[src/rtl/bcd_pkg.sv]
// Shared types and constants for the BCD conversion arbiter.
package bcd_pkg;

    typedef enum logic [1:0] {
        IDLE = 2'd0,
        CONV = 2'd1,
        DONE = 2'd2
    } state_t;

    localparam int         DIGIT_W     = 4;
    localparam logic [3:0] CORR_THRESH = 4'd4;
    localparam logic [3:0] CORR_ADD    = 4'd3;

    function automatic logic [DIGIT_W-1:0] bcd_correct(
        input logic [DIGIT_W-1:0] d
    );
        return (d > CORR_THRESH) ? d + CORR_ADD : d;
    endfunction

endpackage

[src/rtl/bcd_step.sv]
// One combinational double-dabble step: correct both digits, then shift left.
module bcd_step
    import bcd_pkg::*;
#(
    parameter int WIDTH = 6
) (
    input  logic [DIGIT_W-1:0] tens_i,
    input  logic [DIGIT_W-1:0] ones_i,
    input  logic [WIDTH-1:0]   bin_i,
    output logic [DIGIT_W-1:0] tens_o,
    output logic [DIGIT_W-1:0] ones_o,
    output logic [WIDTH-1:0]   bin_o
);

    logic [DIGIT_W-1:0] tens_c;
    logic [DIGIT_W-1:0] ones_c;

    always_comb begin
        tens_c = bcd_correct(tens_i);
        ones_c = bcd_correct(ones_i);
        tens_o = {tens_c[DIGIT_W-2:0], ones_c[DIGIT_W-1]};
        ones_o = {ones_c[DIGIT_W-2:0], bin_i[WIDTH-1]};
        bin_o  = bin_i << 1;
    end

endmodule

[src/rtl/bcd_arbiter.sv]
// Two-requester round-robin front end sharing one sequential
// binary-to-BCD converter.
module bcd_arbiter
    import bcd_pkg::*;
#(
    parameter int WIDTH = 6
) (
    input  logic             clk,
    input  logic             rst,
    input  logic             req0,
    input  logic [WIDTH-1:0] data0,
    input  logic             req1,
    input  logic [WIDTH-1:0] data1,
    output logic             ack0,
    output logic             ack1,
    output logic [3:0]       ones,
    output logic [3:0]       tens,
    output logic             busy
);

    localparam int CNT_W = (WIDTH > 1) ? $clog2(WIDTH) : 1;
    localparam logic [CNT_W-1:0] LAST_STEP = CNT_W'(WIDTH - 1);

    state_t             state_q, state_d;
    logic               gnt_q, gnt_d;
    logic               last_q, last_d;
    logic [WIDTH-1:0]   bin_q, bin_d;
    logic [DIGIT_W-1:0] acc_tens_q, acc_tens_d;
    logic [DIGIT_W-1:0] acc_ones_q, acc_ones_d;
    logic [CNT_W-1:0]   cnt_q, cnt_d;
    logic [DIGIT_W-1:0] ones_q, ones_d;
    logic [DIGIT_W-1:0] tens_q, tens_d;

    logic [DIGIT_W-1:0] step_tens;
    logic [DIGIT_W-1:0] step_ones;
    logic [WIDTH-1:0]   step_bin;

    bcd_step #(
        .WIDTH (WIDTH)
    ) u_step (
        .tens_i (acc_tens_q),
        .ones_i (acc_ones_q),
        .bin_i  (bin_q),
        .tens_o (step_tens),
        .ones_o (step_ones),
        .bin_o  (step_bin)
    );

    always_comb begin
        state_d    = state_q;
        gnt_d      = gnt_q;
        last_d     = last_q;
        bin_d      = bin_q;
        acc_tens_d = acc_tens_q;
        acc_ones_d = acc_ones_q;
        cnt_d      = cnt_q;
        ones_d     = ones_q;
        tens_d     = tens_q;
        unique case (state_q)
            IDLE: begin
                if (req0 || req1) begin
                    // Contention goes to whoever was not served last
                    gnt_d      = (req0 && req1) ? ~last_q : req1;
                    bin_d      = gnt_d ? data1 : data0;
                    acc_tens_d = '0;
                    acc_ones_d = '0;
                    cnt_d      = '0;
                    state_d    = CONV;
                end
            end
            CONV: begin
                acc_tens_d = step_tens;
                acc_ones_d = step_ones;
                bin_d      = step_bin;
                cnt_d      = cnt_q + 1'b1;
                if (cnt_q == LAST_STEP) begin
                    ones_d  = step_ones;
                    tens_d  = step_tens;
                    state_d = DONE;
                end
            end
            DONE: begin
                last_d  = gnt_q;
                state_d = IDLE;
            end
            default: state_d = IDLE;
        endcase
    end

    always_ff @(posedge clk) begin
        if (rst) begin
            state_q    <= IDLE;
            gnt_q      <= 1'b0;
            last_q     <= 1'b1;
            bin_q      <= '0;
            acc_tens_q <= '0;
            acc_ones_q <= '0;
            cnt_q      <= '0;
            ones_q     <= '0;
            tens_q     <= '0;
        end else begin
            state_q    <= state_d;
            gnt_q      <= gnt_d;
            last_q     <= last_d;
            bin_q      <= bin_d;
            acc_tens_q <= acc_tens_d;
            acc_ones_q <= acc_ones_d;
            cnt_q      <= cnt_d;
            ones_q     <= ones_d;
            tens_q     <= tens_d;
        end
    end

    assign ack0 = (state_q == DONE) && !gnt_q;
    assign ack1 = (state_q == DONE) && gnt_q;
    assign busy = (state_q != IDLE);
    assign ones = ones_q;
    assign tens = tens_q;

endmodule
[config.mk]
export PLATFORM = sky130hd
export DESIGN_NAME = bcd_arbiter
export DESIGN_NICKNAME = d
export VERILOG_FILES = /design/src/rtl/bcd_pkg.sv /design/src/rtl/bcd_step.sv /design/src/rtl/bcd_arbiter.sv
export SDC_FILE = /design/constraint.sdc
export NUM_CORES = 1
export LEC_CHECK = 0
export CORE_ASPECT_RATIO = 0.8
export CORE_MARGIN = 2
export CORE_UTILIZATION = 52
export CTS_CLUSTER_DIAMETER = 150
export DETAILED_ROUTE_END_ITERATION = 12
export GPL_ROUTABILITY_DRIVEN = 0
export PLACE_DENSITY = 0.85
export RECOVER_POWER = 50
export SLEW_MARGIN = 20
export SYNTH_ARGS = -nofsm -noshare
export SYNTH_HDL_FRONTEND = slang
export SYNTH_HIERARCHICAL = 1
export SYNTH_SLANG_ARGS = --single-unit
[constraint.sdc]
create_clock -name clk -period 1.7 [get_ports clk]
set_input_delay 0.255 -clock clk [delete_from_list [all_inputs] [get_ports clk]]
set_output_delay 0.255 -clock clk [all_outputs]
set_load 0.02 [all_outputs]
# Word level (Yosys, flattened, before mapping)

Cells that the tools add are included.

$add $sub $neg: 3
Bitwise logic cells: 1
Equal/unequal tests: 5
$lt $le $gt $ge: 2
Mux-type cells: 14
Reduce and logical (&&, ||, !) cells: 12

Operators with widths:

| kind                                                          | count |
|---|---|
| case mux 4 bit (2 select lines)                               | 2 |
| two-way mux 6 bit                                             | 2 |
| case mux 6 bit (2 select lines)                               | 1 |
| greater-than comparator 4 x 3 -> 1 bit, second input constant | 2 |
| two-way mux 4 bit                                             | 2 |
| AND reduction 2 bit                                           | 4 |
| two-way mux 3 bit                                             | 2 |
| case mux 3 bit (2 select lines)                               | 1 |
| adder 4 x 2 -> 4 bit, second input constant                   | 1 |
| two-way mux 2 bit                                             | 2 |
| != test 2 bit, second input constant                          | 2 |
| case mux 2 bit (2 select lines)                               | 1 |
| nonzero test 2 bit                                            | 2 |
| adder 3 x 1 -> 3 bit, second input constant                   | 1 |
| adder 3 x 2 -> 3 bit, second input constant                   | 1 |
| equality test 3 bit, second input constant                    | 1 |
| logical AND 1 bit                                             | 3 |
| equality test 2 x 1 -> 1 bit, second input constant           | 1 |
| equality test 2 bit, second input constant                    | 1 |
| logical NOT 2 bit                                             | 1 |
| logical NOT 1 bit                                             | 1 |
| logical OR 1 bit                                              | 1 |
| two-way mux 1 bit                                             | 1 |
| NOT 1 bit                                                     | 1 |

Logic and storage cells: 46
Register bits after elaboration: 29
Input bits: 16

# Depth between registers and ports, before layout

Word-level depth: 5
Depth in mapped cells: 7
Gate-level depth less buffers: 7

# By module

Netlist, hierarchy kept.

By module, submodules not included:

| module      | instances | cells an instance | area an instance (sq um) |
|---|---|---|---|
| bcd_arbiter | 1         | 152               | 1288.7 |
| bcd_step    | 1         | 34                | 245.2 |

# Least setup slack after synthesis

Ideal clock, no wire load.

Path type: register to register
Start point: register state_q[0]
End point: register bin_q[5]
Required time: 1.625 ns
Path slack: 0.440 ns
Arrival: 1.185 ns
Cell stages (with the launch flop): 5
Path buffers: 1
Cell sequence: dfxtp_1 > or2_4 > or3_1 > buf_2 > o22ai_1

Cells in the longest elaborated chain, start to end: 3
Elaborated cells on any way between the ends: 6
Those cells by class: eq/ne (2); mux (1); reduce/logical (3)

RTL lines:

| element                                                                  | line               | source |
|---|---|---|
| start: declaration                                                       | bcd_arbiter.sv:24  | `state_t state_q, state_d;` |
| start signal: assignment                                                 | bcd_arbiter.sv:102 | `state_q <= state_d;` |
| equality test 2 x 1 -> 1 bit / logical NOT 2 bit (equally long branches) | bcd_arbiter.sv:59  | `unique case (state_q)` |
| nonzero test 2 bit (no line) / != test 2 bit (equally long branches)     | n/a                |  |
| AND reduction 2 bit (no line)                                            | n/a                |  |
| end signal: assignment                                                   | bcd_arbiter.sv:105 | `bin_q <= bin_d;` |
| end: declaration                                                         | bcd_arbiter.sv:27  | `logic [WIDTH-1:0] bin_q, bin_d;` |

Several ways; a longest one is shown, not always the timed one.
A chain may end at the register's enable or synchronous reset.

# Worst setup path in the final report

Start point: register state_q[0]
End point: output ack1

Cells in the longest elaborated chain, start to end: 2

RTL lines:

| element             | line               | source |
|---|---|---|
| equality test 2 bit | bcd_arbiter.sv:115 | `assign ack1 = (state_q == DONE) && gnt_q;` |
| logical AND 1 bit   | bcd_arbiter.sv:115 |  |
| end: declaration    | bcd_arbiter.sv:15  | `output logic ack1,` |

No other way between the ends.

==> metrics list <==
- I/O pin total: 27
* Remaining design rule violation count: 0
* Hpwl dp: between 2000 and 2500 um
- Internal Power: roughly 1.1 mW
* Synth-to-layout area growth: 20.6%
- For this run, the total global-route usage over all layers was measured as 0.220.
* Final hold violation count: 0
- For this run, asynchronously set or reset flops after synthesis account for 0.
* Filler Cell Count: around 230
- Fraction of final layout cells with drive strength greater than 1: 0.0821
- Remaining Overflow, GRT: 0
* Via density: 5.61
- Chip height: 52.6 um
- The number of global-route vias before repair is around 1300.
* Instance count of the mapped netlist: 186
* Number of nets still failing antenna checks after routing: 0
- Die Outline Area: between 3000 and 4000 um^2
- Leaving out fill and tap cells, the most frequent cell in the layout is dfxtp_1.
- Post-synth EDFFs: 0
* Highest-count cells in the layout ignoring fill and taps: 28 x dfxtp_1, 24 x nand2_1, 23 x clkdlybuf4s50_1, 19 x a21oi_1
* WP data arrival: approximately 1300 ps
- Setup violators final: 0
* Floorplan row count: 17
* Share of total power consumed by net switching: 0.234
* Run status: completed
* HP Class: flop to flop
- The routed design has around 3500 um of wire.
- Most area-hungry cell type in the Yosys netlist: dfxtp_1
- Leakage component of the power: a little over 0.7 nW
- Number of slew-limit violations in the final report: 0
- Sw power: ~0.33 mW
- Port Buf Inserts: 26
- Yosys attributes the largest share of cell area to dfxtp_1 38%, a21oi_1 6.2%, nand2_1 5.9%.
* Combinational share of power: 0.097
- Final clock skew: approximately 5.5 ps
* H-Tree Depth: 2
- After the first detailed-routing iteration, the DRC count stood at 110.
- Master cell of the clock root buffer: clkbuf_8
- The number of antenna violations at the first check in global routing came to 0.
* Yosys warns: 6
* Required time at the endpoint of the critical path: about 1400 ps
- For this configuration, the core starts out at a cell density of 0.551.
- Of the post-synthesis cell area, the dominant cell type holds 0.378.
* Final critical-path share of the clock period: 0.918
- Inserted Diodes: 0
- Number of maximum-capacitance constraint violations: 0
- Entering global routing, the biggest net connects 30 pins.
- Register bit count reported by yosys: 29
- Sequential-to-total area share from yosys stat: 0.378
* Horizontal die dimension: roughly 65 um
* TritonCTS Sinks: 29
- Setup TNS: 0 ps
- Number of buffers on the longest clock path: 2
* Crit path kind: flop to primary output
- CTS tree: done
* Total power per unit cell area: approximately 770 nW/um^2
* Utilization after layout: 0.664
- STA classifies the critical path startpoint as a flop.
- Final net count: between 200 and 250
- Along the worst path, the maximum fanout reaches 8.
- Fmax: about 640 MHz
* Worst voltage drop across the vdd grid: about 0.42 mV
- The first global-routing pass estimated 5570 um of wire.
* Vias post-DR: 1374
- Synth Net Count: between 200 and 250
- In this run the post-CTS setup repair buffer count came out at 0.
- The later pin in the worst-skew pair is clocked with a latency of 280 ps.
- Ys flop type: dfxtp_1
* Synth Area per Inst: 8.25 um^2
* Setup repair after global routing missed its margin: no
- TritonCTS created 5 clock buffers.
- STA classifies the critical path endpoint as a primary output.
* Number of different library cells in the post-synthesis netlist: 37
- Sequential fraction of design power: 0.503
- Cell area after synthesis: ~1500 um^2
- Total core area: roughly 2800 um^2
- Clk pwr share: 0.400
- WL/cell: ~14 um
- The worst path needs about 1600 ps of the cycle, external delays included.
- Register clock-pin slew on the reported worst setup and hold paths: ~60 ps
* Number of optimization iterations in the first detailed-route pass: 5
==> layer usage <==
| metal | track usage | up-vias | wire length [um] |
|---|---|---|---|
| met4 | 0.117 | 0 | 67 |
| met2 | 0.380 | 44 | 1760 |
| li1 | - | 673 | - |
| met5 | 0 | - | 0 |
| met3 | 0.0645 | 10 | 155 |
| met1 | 0.248 | 647 | 1480 |
==> critical path, cell delays in order, from the launching register on <==
cell and delay, ps:
dfxtp_2 350, nand2b_1 180, nor2_1 140, dlygate4sd2_1 350
==> synth_stat cells (2+ instances only) <==
master	instances
dfxtp_1	29
nand2_1	24
a21oi_1	19
o21ai_1	12
inv_1	9
buf_4	8
mux2i_1	8
a211oi_1	7
nor2_1	7
and3b_1	6
clkbuf_1	6
ha_1	6
o22ai_1	6
and2_0	5
nand2b_1	4
buf_2	3
nor2b_1	3
o21ai_0	3
a21oi_2	2
xnor2_1	2
==> layout make-up <==
cell class              count  area [um^2]  area share
clock buffers               7         86.3      0.0467
repair buffers             32          288       0.156
well taps                  38         47.5      0.0257
multi-input cells         130          813       0.439
inverters                   9         33.8      0.0183
flip-flops and latches     29          582       0.314
==> registers in the layout, indices dropped and copies added (netlist names) <==
name and count:
tens 4, bin_q 6, acc_ones_q 4, acc_tens_q 4, cnt_q 3, gnt_q 1
state_q 2, last_q 1, ones 4
==> power groups by stage <==
stage	Clock, mW	Sequential (mW)	Combinational (mW)
6_report	0.571	0.717	0.138
5_1_grt	0.607	0.720	0.150
3_5_place_dp	0	0.731	0.145
2_1_floorplan	0	0.726	0.0963
3_3_place_gp	0	0.729	0.140
4_1_cts	0.579	0.717	0.146
==> worst paths after layout <==
kind                                 end  slack, ps        from  cells after the start
worst max-delay path                ack1        140  state_q[0]                      3
worst min-delay path             tens[0]        460     tens[0]                      2
worst max register to register  bin_q[3]        220  state_q[0]                      5
worst min register to register   tens[0]        460     tens[0]                      2
==> kinds of logic after synthesis <==
kind of cell | Yosys count | synth area share
other cells | 1 | 0.00244
xor+xnor | 2 | 0.0114
simple gates | 59 | 0.208
mux | 8 | 0.0522
buf+inv | 27 | 0.0881
fa+ha+maj | 6 | 0.0489
compound gates | 54 | 0.210
flops | 29 | 0.378
==> stage by stage <==
| stage | power [mW] | hold WS [ps] | worst slack [ps] | area [um^2] | instances |
|---|---|---|---|---|---|
| 2_1_floorplan | 0.822 | 425 | 440 | 1530 | 186 |
| 3_3_place_gp | 0.868 | 443 | 162 | 1800 | 238 |
| 3_5_place_dp | 0.876 | 452 | 57.2 | 1800 | 238 |
| 4_1_cts | 1.44 | 460 | 1.34 | 1880 | 245 |
| 5_1_grt | 1.48 | 491 | 61.2 | 1850 | 245 |
| 6_report | 1.43 | 457 | 140 | 1850 | 245 |
==> repair_timing <==
item | 4_1_cts | 5_1_grt
hold buffers | 0 | 0
setup endpoints to repair | 3 | 1
resized for setup | 3 | 1
Note: power is estimated with default switching activity, not from simulation.
